## src/rtl/ped_request_cond_pkg.sv

```systemverilog
`default_nettype none
// ============================================================================
//  Module   : ped_req_pkg (package)
//  Purpose  : Shared types and helpers for the pedestrian request conditioner:
//             FSM state encoding, request-counter width, ceil-log2 helper.
//  Revision : 1.0 - initial release
// ============================================================================
package ped_req_pkg;

    typedef enum logic [1:0] {
        IDLE    = 2'd0,
        PENDING = 2'd1,
        SERVICE = 2'd2,
        HOLDOFF = 2'd3
    } state_e;

    localparam int REQ_COUNT_W = 8;

    // Smallest width able to index 'value' distinct codes; never below 1 bit.
    // Used as clog2(N+1) to size a counter that must hold the value N.
    function automatic int clog2(input int value);
        int result;
        result = 0;
        for (int i = 0; i < 31; i++) begin
            if ((1 << i) < value) begin
                result = i + 1;
            end
        end
        return (result == 0) ? 1 : result;
    endfunction

endpackage
`default_nettype wire

```

## src/rtl/ped_request_cond_if.sv

```systemverilog
`default_nettype none
// ============================================================================
//  Module   : ped_request_cond_if
//  Purpose  : Bundles the button input, controller handshake and status
//             outputs of one request conditioner.
//  Modports : master - the conditioner (drives request/btn_clean/busy)
//             slave  - the traffic-light controller side
//  Macro    : PED_REQ_COUNT_EN adds req_count[7:0]
//  Revision : 1.0 - initial release
// ============================================================================
interface ped_request_cond_if;

    logic btn_raw;
    logic ack;
    logic request;
    logic btn_clean;
    logic busy;
`ifdef PED_REQ_COUNT_EN
    logic [ped_req_pkg::REQ_COUNT_W-1:0] req_count;

    modport master (
        input  btn_raw,
        input  ack,
        output request,
        output btn_clean,
        output busy,
        output req_count
    );

    modport slave (
        output btn_raw,
        output ack,
        input  request,
        input  btn_clean,
        input  busy,
        input  req_count
    );
`else
    modport master (
        input  btn_raw,
        input  ack,
        output request,
        output btn_clean,
        output busy
    );

    modport slave (
        output btn_raw,
        output ack,
        input  request,
        input  btn_clean,
        input  busy
    );
`endif

endinterface
`default_nettype wire

```

## src/rtl/ped_request_cond_debounce.sv

```systemverilog
`default_nettype none
// ============================================================================
//  Module   : debounce_filter
//  Purpose  : Synchronizes an asynchronous level and only lets the clean
//             output follow it after DB_CYCLES consecutive mismatched cycles.
//  Ports    : clk  - clock
//             rst  - asynchronous active-high reset
//             din  - raw asynchronous level
//             dout - debounced, registered level
//  Revision : 1.0 - initial release
// ============================================================================
module debounce_filter
    import ped_req_pkg::*;
#(
    parameter int SYNC_STAGES = 2,
    parameter int DB_CYCLES   = 4
) (
    input  logic clk,
    input  logic rst,
    input  logic din,
    output logic dout
);

    localparam int               CNT_W    = clog2(DB_CYCLES + 1);
    localparam logic [CNT_W-1:0] CNT_LAST = CNT_W'(DB_CYCLES - 1);

    logic [SYNC_STAGES-1:0] sync_q;
    logic                   btn_sync;
    logic [CNT_W-1:0]       cnt_q;
    logic [CNT_W-1:0]       cnt_d;
    logic                   dout_q;
    logic                   dout_d;

    assign btn_sync = sync_q[SYNC_STAGES-1];

    // Counter runs only while the synchronized level disagrees with the
    // clean level; any agreement restarts the qualification window.
    always_comb begin
        cnt_d  = '0;
        dout_d = dout_q;
        if (btn_sync != dout_q) begin
            if (cnt_q == CNT_LAST) begin
                dout_d = ~dout_q;
            end else begin
                cnt_d = cnt_q + 1'b1;
            end
        end
    end

    always_ff @(posedge clk or posedge rst) begin
        if (rst) begin
            sync_q <= '0;
            cnt_q  <= '0;
            dout_q <= 1'b0;
        end else begin
            sync_q <= {sync_q[SYNC_STAGES-2:0], din};
            cnt_q  <= cnt_d;
            dout_q <= dout_d;
        end
    end

    assign dout = dout_q;

endmodule
`default_nettype wire

```

## src/rtl/ped_request_cond.sv

```systemverilog
`default_nettype none
// ============================================================================
//  Module   : ped_request_cond
//  Purpose  : Turns a bouncing push-button into a latched service request,
//             held until acknowledged, followed by a re-trigger hold-off.
//  Ports    : clk            - board clock
//             rst            - asynchronous active-high reset
//             bus.btn_raw    - raw button (async)
//             bus.ack        - controller service acknowledge (level)
//             bus.request    - latched request (registered)
//             bus.btn_clean  - debounced button level (registered)
//             bus.busy       - high in SERVICE or HOLDOFF (registered)
//             bus.req_count  - accepted press count, saturating (optional)
//  Macro    : PED_REQ_COUNT_EN enables the req_count output and counter
//  Revision : 1.0 - initial release
// ============================================================================
module ped_request_cond
    import ped_req_pkg::*;
#(
    parameter int CLK_HZ         = 50000000,
    parameter int DEBOUNCE_MS    = 20,
    parameter int SYNC_STAGES    = 2,
    parameter int HOLDOFF_CYCLES = 150000000
) (
    input  logic                clk,
    input  logic                rst,
    ped_request_cond_if.master  bus
);

    localparam int              DB_CYCLES = (CLK_HZ / 1000) * DEBOUNCE_MS;
    localparam int              HO_W      = clog2(HOLDOFF_CYCLES + 1);
    localparam logic [HO_W-1:0] HO_LOAD   = HO_W'(HOLDOFF_CYCLES - 1);

    logic            btn_clean;
    logic            clean_prev_q;
    logic            press;
    logic            ho_done;
    state_e          state_q;
    logic [HO_W-1:0] ho_cnt_q;
    logic            request_q;
    logic            busy_q;

    debounce_filter #(
        .SYNC_STAGES (SYNC_STAGES),
        .DB_CYCLES   (DB_CYCLES)
    ) u_debounce (
        .clk  (clk),
        .rst  (rst),
        .din  (bus.btn_raw),
        .dout (btn_clean)
    );

    // Rising edge of the clean level only; releases never request service.
    assign press   = btn_clean & ~clean_prev_q;
    assign ho_done = (state_q == HOLDOFF) && (ho_cnt_q == '0);

    always_ff @(posedge clk or posedge rst) begin
        if (rst) begin
            state_q      <= IDLE;
            ho_cnt_q     <= '0;
            request_q    <= 1'b0;
            busy_q       <= 1'b0;
            clean_prev_q <= 1'b0;
        end else begin
            clean_prev_q <= btn_clean;
            case (state_q)
                IDLE: begin
                    if (press) begin
                        state_q   <= PENDING;
                        request_q <= 1'b1;
                    end
                end
                PENDING: begin
                    if (bus.ack) begin
                        state_q   <= SERVICE;
                        request_q <= 1'b0;
                        busy_q    <= 1'b1;
                    end
                end
                SERVICE: begin
                    if (!bus.ack) begin
                        state_q  <= HOLDOFF;
                        ho_cnt_q <= HO_LOAD;
                    end
                end
                HOLDOFF: begin
                    // A press coinciding with the last hold-off cycle is
                    // honoured; earlier ones are dropped.
                    if (ho_cnt_q == '0) begin
                        busy_q <= 1'b0;
                        if (press) begin
                            state_q   <= PENDING;
                            request_q <= 1'b1;
                        end else begin
                            state_q <= IDLE;
                        end
                    end else begin
                        ho_cnt_q <= ho_cnt_q - 1'b1;
                    end
                end
                default: begin
                    state_q   <= IDLE;
                    request_q <= 1'b0;
                    busy_q    <= 1'b0;
                end
            endcase
        end
    end

    assign bus.request   = request_q;
    assign bus.busy      = busy_q;
    assign bus.btn_clean = btn_clean;

`ifdef PED_REQ_COUNT_EN
    logic                   accept;
    logic [REQ_COUNT_W-1:0] req_count_q;

    assign accept = press && ((state_q == IDLE) || ho_done);

    always_ff @(posedge clk or posedge rst) begin
        if (rst) begin
            req_count_q <= '0;
        end else if (accept && (req_count_q != '1)) begin
            req_count_q <= req_count_q + 1'b1;
        end
    end

    assign bus.req_count = req_count_q;
`endif

endmodule
`default_nettype wire
```

## src/flat_wrapper.sv

```systemverilog
// flat-port wrapper written by rule: the top's interface ports become plain ports
module ped_request_cond_flat import ped_req_pkg::*;
#(
    parameter int CLK_HZ         = 50000000,
    parameter int DEBOUNCE_MS    = 20,
    parameter int SYNC_STAGES    = 2,
    parameter int HOLDOFF_CYCLES = 150000000
)
  (clk, rst, bus_btn_raw, bus_ack, bus_request, bus_btn_clean, bus_busy);
  ped_request_cond_if bus_i ();
  input  logic clk;
  input  logic rst;
  input wire logic [$bits(bus_i.btn_raw)-1:0] bus_btn_raw;
  input wire logic [$bits(bus_i.ack)-1:0] bus_ack;
  output wire logic [$bits(bus_i.request)-1:0] bus_request;
  output wire logic [$bits(bus_i.btn_clean)-1:0] bus_btn_clean;
  output wire logic [$bits(bus_i.busy)-1:0] bus_busy;
  assign bus_i.btn_raw = bus_btn_raw;
  assign bus_i.ack = bus_ack;
  assign bus_request = bus_i.request;
  assign bus_btn_clean = bus_i.btn_clean;
  assign bus_busy = bus_i.busy;
  ped_request_cond #(.CLK_HZ(CLK_HZ), .DEBOUNCE_MS(DEBOUNCE_MS), .SYNC_STAGES(SYNC_STAGES), .HOLDOFF_CYCLES(HOLDOFF_CYCLES)) u_core (.clk(clk), .rst(rst), .bus(bus_i));
endmodule
```

## config.mk

```make
export PLATFORM = sky130hd
export DESIGN_NAME = ped_request_cond_flat
export DESIGN_NICKNAME = d
export VERILOG_FILES = /design/src/rtl/ped_request_cond_pkg.sv /design/src/rtl/ped_request_cond_if.sv /design/src/rtl/ped_request_cond_debounce.sv /design/src/rtl/ped_request_cond.sv /design/src/flat_wrapper.sv
export SDC_FILE = /design/constraint.sdc
export NUM_CORES = 1
export LEC_CHECK = 0
export BUFFER_PORTS_ARGS = -buffer_cell sky130_fd_sc_hd__buf_4
export CORE_MARGIN = 2
export CORE_UTILIZATION = 30
export CTS_BUF_LIST = sky130_fd_sc_hd__clkbuf_4
export DETAILED_ROUTE_END_ITERATION = 16
export GPL_TIMING_DRIVEN = 1
export PLACE_DENSITY = 0.53
export SYNTH_ARGS = -nofsm -noshare
export SYNTH_HDL_FRONTEND = slang
export SYNTH_SLANG_ARGS = --single-unit
```

## constraint.sdc

```tcl
create_clock -name clk -period 4.2 [get_ports clk]
set_clock_uncertainty 0.05 [all_clocks]
set_input_delay 0.21 -clock clk [delete_from_list [all_inputs] [get_ports clk]]
set_output_delay 0.21 -clock clk [all_outputs]
set_load 0.02 [all_outputs]
```

==> impl_results.rst <==
.. list-table::
   :header-rows: 1

   * - Metric
     - Value
   * - Result of the run
     - complete, no violations
   * - Synthesized area
     - 0.00302 mm^2
   * - Post-place setup slack
     - 1.42 ns
   * - Combined global-route utilization of all metal layers
     - 12.1%
   * - Most common library cell in the layout ignoring fill and taps
     - dfrtp_1
   * - Library cell used as clock root buffer
     - clkbuf_4
   * - Biggest area consumer among synthesized cells
     - dfrtp_1
   * - Routed WL
     - 6230 um
   * - Fin crit period
     - 2.83 ns
   * - Source-to-sink clock delay at the later pin of the worst-skew pair
     - 0.40 ns
   * - Worst EP arrival
     - 3.04 ns
   * - Total Power
     - 0.00120 W
   * - Starting utilization of the core area
     - 30.9%
   * - Placer's final routability congestion estimate
     - approximately 0.79
   * - Synth Net Count
     - 328
   * - CTS tree
     - yes
   * - Biggest area contributors in the synthesized netlist
     - dfrtp_1 46%, nor2_1 5.0%, xnor2_1 4.1%, ha_1 3.3%, or4_1 3.2%
   * - Via density
     - roughly 5.1
   * - Vias post-DR
     - 2327
   * - Launching element type of the critical path
     - flip-flop
   * - Required time at the worst-slack endpoint
     - roughly 4.4 ns
   * - Detailed-route DRC error count
     - 0
   * - Remaining global-route overflow
     - 0
   * - Fraction of the core area covered by cells at the end of the flow
     - 33.5%
   * - Worst slew margin relative to its limit
     - 51.7%
   * - Number of clock sinks
     - 56
   * - Vias in the first global route
     - 2280
   * - Critical Setup Path Class
     - reg -> reg
   * - Worst Tran Pin Value
     - 0.724 ns
   * - Type of the worst min-delay path
     - in -> reg
   * - Clock buffer count from CTS
     - 5
   * - Count of yosys warnings during synthesis
     - 0
   * - Count of TritonRoute iterations in the first routing pass
     - 4
   * - Final number of setup-violating endpoints
     - 0
   * - Worst path setup slack after routing
     - 1.37 ns
   * - Sum Neg Setup Slack
     - 0 ns
   * - Proportion of power drawn by the clock network
     - a little over a fifth
   * - Leakage power summed over all cells
     - about 1.3 nW
   * - Standard-cell rows
     - 36
   * - Count of distinct cell types in the synthesized netlist
     - 51
   * - Combinational fraction of design power
     - 26.1%
   * - Hpwl dp
     - 4220 um
   * - Portion of the clock cycle consumed by the worst path in the final layout
     - 67.3%
   * - Number of gates resized after CTS
     - 0
   * - Number of enable flip-flop cells after synthesis
     - 0
   * - Commonest cells after routing, fill and taps aside
     - 56 x dfrtp_1, 40 x nor2_1, 18 x nand3_1
   * - Global-route wire length before repair
     - 10900 um
   * - Setup repair after global routing missed its margin
     - false
   * - Net switching share of the total power
     - between 30% and 40%
   * - CTS H-tree depth
     - 2
   * - Signed area change from the synthesized netlist to the final layout
     - 8.45%
   * - Clock buffer depth
     - 2
   * - Sequential cell area fraction in the yosys report
     - 46.4%
   * - Maximum fanout along the worst path
     - 20
   * - Max capacitance violation total
     - 0
   * - Horizontal extent of the die
     - 104 um
   * - Number of flip-flops and latches in the synthesized netlist
     - 56
   * - Post-layout nets
     - 334
   * - Type of destination of the critical path
     - flip-flop
   * - Initial drt markers
     - 101
   * - Average footprint of a synthesized cell
     - 9.56 um^2
   * - Antenna violation net count after detailed routing
     - 0
   * - Total power density per cell area
     - 367 mW/mm^2
   * - Synth Flop Type
     - dfrtp_1
   * - Proportion of power drawn by flip-flops and latches
     - 52.9%
   * - Top-level I/O count
     - 7
   * - Post-synth ARST share
     - 100%
   * - Initial antenna violation count
     - 0
   * - Layout cell share with drive strength beyond 1
     - under 10%
   * - Final hold violation count
     - 0
   * - Die area
     - 0.0109 mm^2
   * - Clock transition at the register clock pins on the worst setup and hold paths after CTS
     - 0.16 ns
   * - Synth Instances
     - approximately 320
   * - Reported net switching power
     - 0.000427 W
   * - Maximum vdd drop
     - 0.154 mV
   * - Int Pwr
     - 0.000775 W
   * - Maximum number of pins on one net before global-route repair
     - 57
   * - Count of antenna diodes in the layout
     - 0
   * - Maximum frequency from static timing analysis
     - around 0.35 GHz
   * - Fraction of synthesized cell area taken by the top area cell type
     - 46.4%
   * - Per-cell routed wire length
     - 13.7 um
   * - Height of the die
     - ~100 um
   * - Core Region
     - 0.00977 mm^2
   * - Total of fill cells in the finished design
     - 1018
   * - Port Buf Inserts
     - 6
   * - Max-slew violation count
     - 0
-- layer usage --
layer / wire (um) / vias up / GRT usage [%] / part of all wire, %
met3: 213 / 7 / 2.82 / 3.4
li1: - / 1179 / - / -
met1: 3100 / 1118 / 16.3 / 50
met4: 71 / 0 / 3.57 / 1.1
met5: 0 / - / 0 / 0
met2: 2840 / 23 / 19.2 / 46
-- critical path: stages (launching register included) --
cell and delay, ns:
dfrtp_1 0.46, or4_1 0.67, nor4_2 0.61, and3_1 0.61, or4_1 0.20, nand3_1 0.07
-- synth_stat cells (2+ instances only) --
cell type,number
nand2_1,11
dfrtp_1,56
nand3_1,18
and4_1,6
o31ai_1,6
o21ai_0,11
a211oi_1,3
ha_1,8
o211ai_1,2
or3_1,11
a21oi_1,13
nor2_1,40
nor3_1,12
nand4_1,10
a41oi_1,2
nand2b_1,3
or2_2,2
nor4_1,8
and3_1,11
buf_2,2
or4_1,13
xnor2_1,14
inv_1,7
nor2b_1,3
nor4b_1,3
mux2_2,2
xor2_1,8
clkbuf_1,7
and2_1,2
-- power groups by stage --
stage | combinational (W) | sequential, W | clock, W
floorplan | 0.000240 | 0.000634 | 0
global route | 0.000355 | 0.000645 | 0.000282
finish | 0.000313 | 0.000636 | 0.000253
CTS | 0.000317 | 0.000634 | 0.000263
global placement | 0.000311 | 0.000642 | 0
detailed placement | 0.000316 | 0.000643 | 0
-- state kept, by name, indices dropped and copies added, names as in the netlist --
register	cells
u_core.u_debounce.dout	1
u_core.u_debounce.sync_q	2
u_core.u_debounce.cnt_q	20
u_core.ho_cnt_q	28
u_core.clean_prev_q	1
u_core.bus.busy	1
u_core.bus.request	1
u_core.state_q	2
-- cell families after synthesis --
group / count (synthesis) / synth area share, %
compound gates: 46 / 9.65
xor+xnor: 22 / 6.38
fa+ha+maj: 8 / 3.31
buf+inv: 18 / 2.57
flops: 56 / 46.4
mux: 3 / 1.08
simple gates: 163 / 30.6
-- stage by stage --
step / cell area (um^2) / cells / hold slack [ns]
final: 3280 / 456 / 0.116
after detailed placement: 3200 / 446 / 0.272
after global placement: 3200 / 446 / 0.271
after floorplan: 3020 / 316 / 0.191
after CTS: 3280 / 456 / 0.101
after global routing: 3280 / 456 / 0.153
-- final cells by class --
cell class | count | area, um^2 | share of cell area (%)
tap | 133 | 166 | 5.08
multi-input combinational | 242 | 1540 | 47.1
inverter | 7 | 26.3 | 0.802
clock inverter | 3 | 22.5 | 0.687
clock buffer | 5 | 37.5 | 1.15
sequential | 56 | 1400 | 42.8
timing repair buffer | 10 | 80.1 | 2.44
-- timing repair --
item / CTS / global route
endpoints found under the hold margin: 57 / 0
buffers inserted: 0 / 0
hold buffers: 2 / 0
-- worst paths after layout --
kind / startpoint / to / slack [ns] / depth (start not counted)
max in group asynchronous: rst / u_core.ho_cnt_q[21] / 3.13 / 4
hold / removal: bus_ack / u_core.bus.busy / 0.12 / 3
setup / recovery: u_core.ho_cnt_q[16] / u_core.ho_cnt_q[4] / 1.37 / 5
hold reg to reg: u_core.u_debounce.sync_q[0] / u_core.u_debounce.sync_q[1] / 0.35 / 0
setup reg to reg: u_core.ho_cnt_q[16] / u_core.ho_cnt_q[4] / 1.37 / 5
min in group asynchronous: rst / u_core.u_debounce.cnt_q[12] / 0.48 / 4
(Power assumes the default switching activity.)
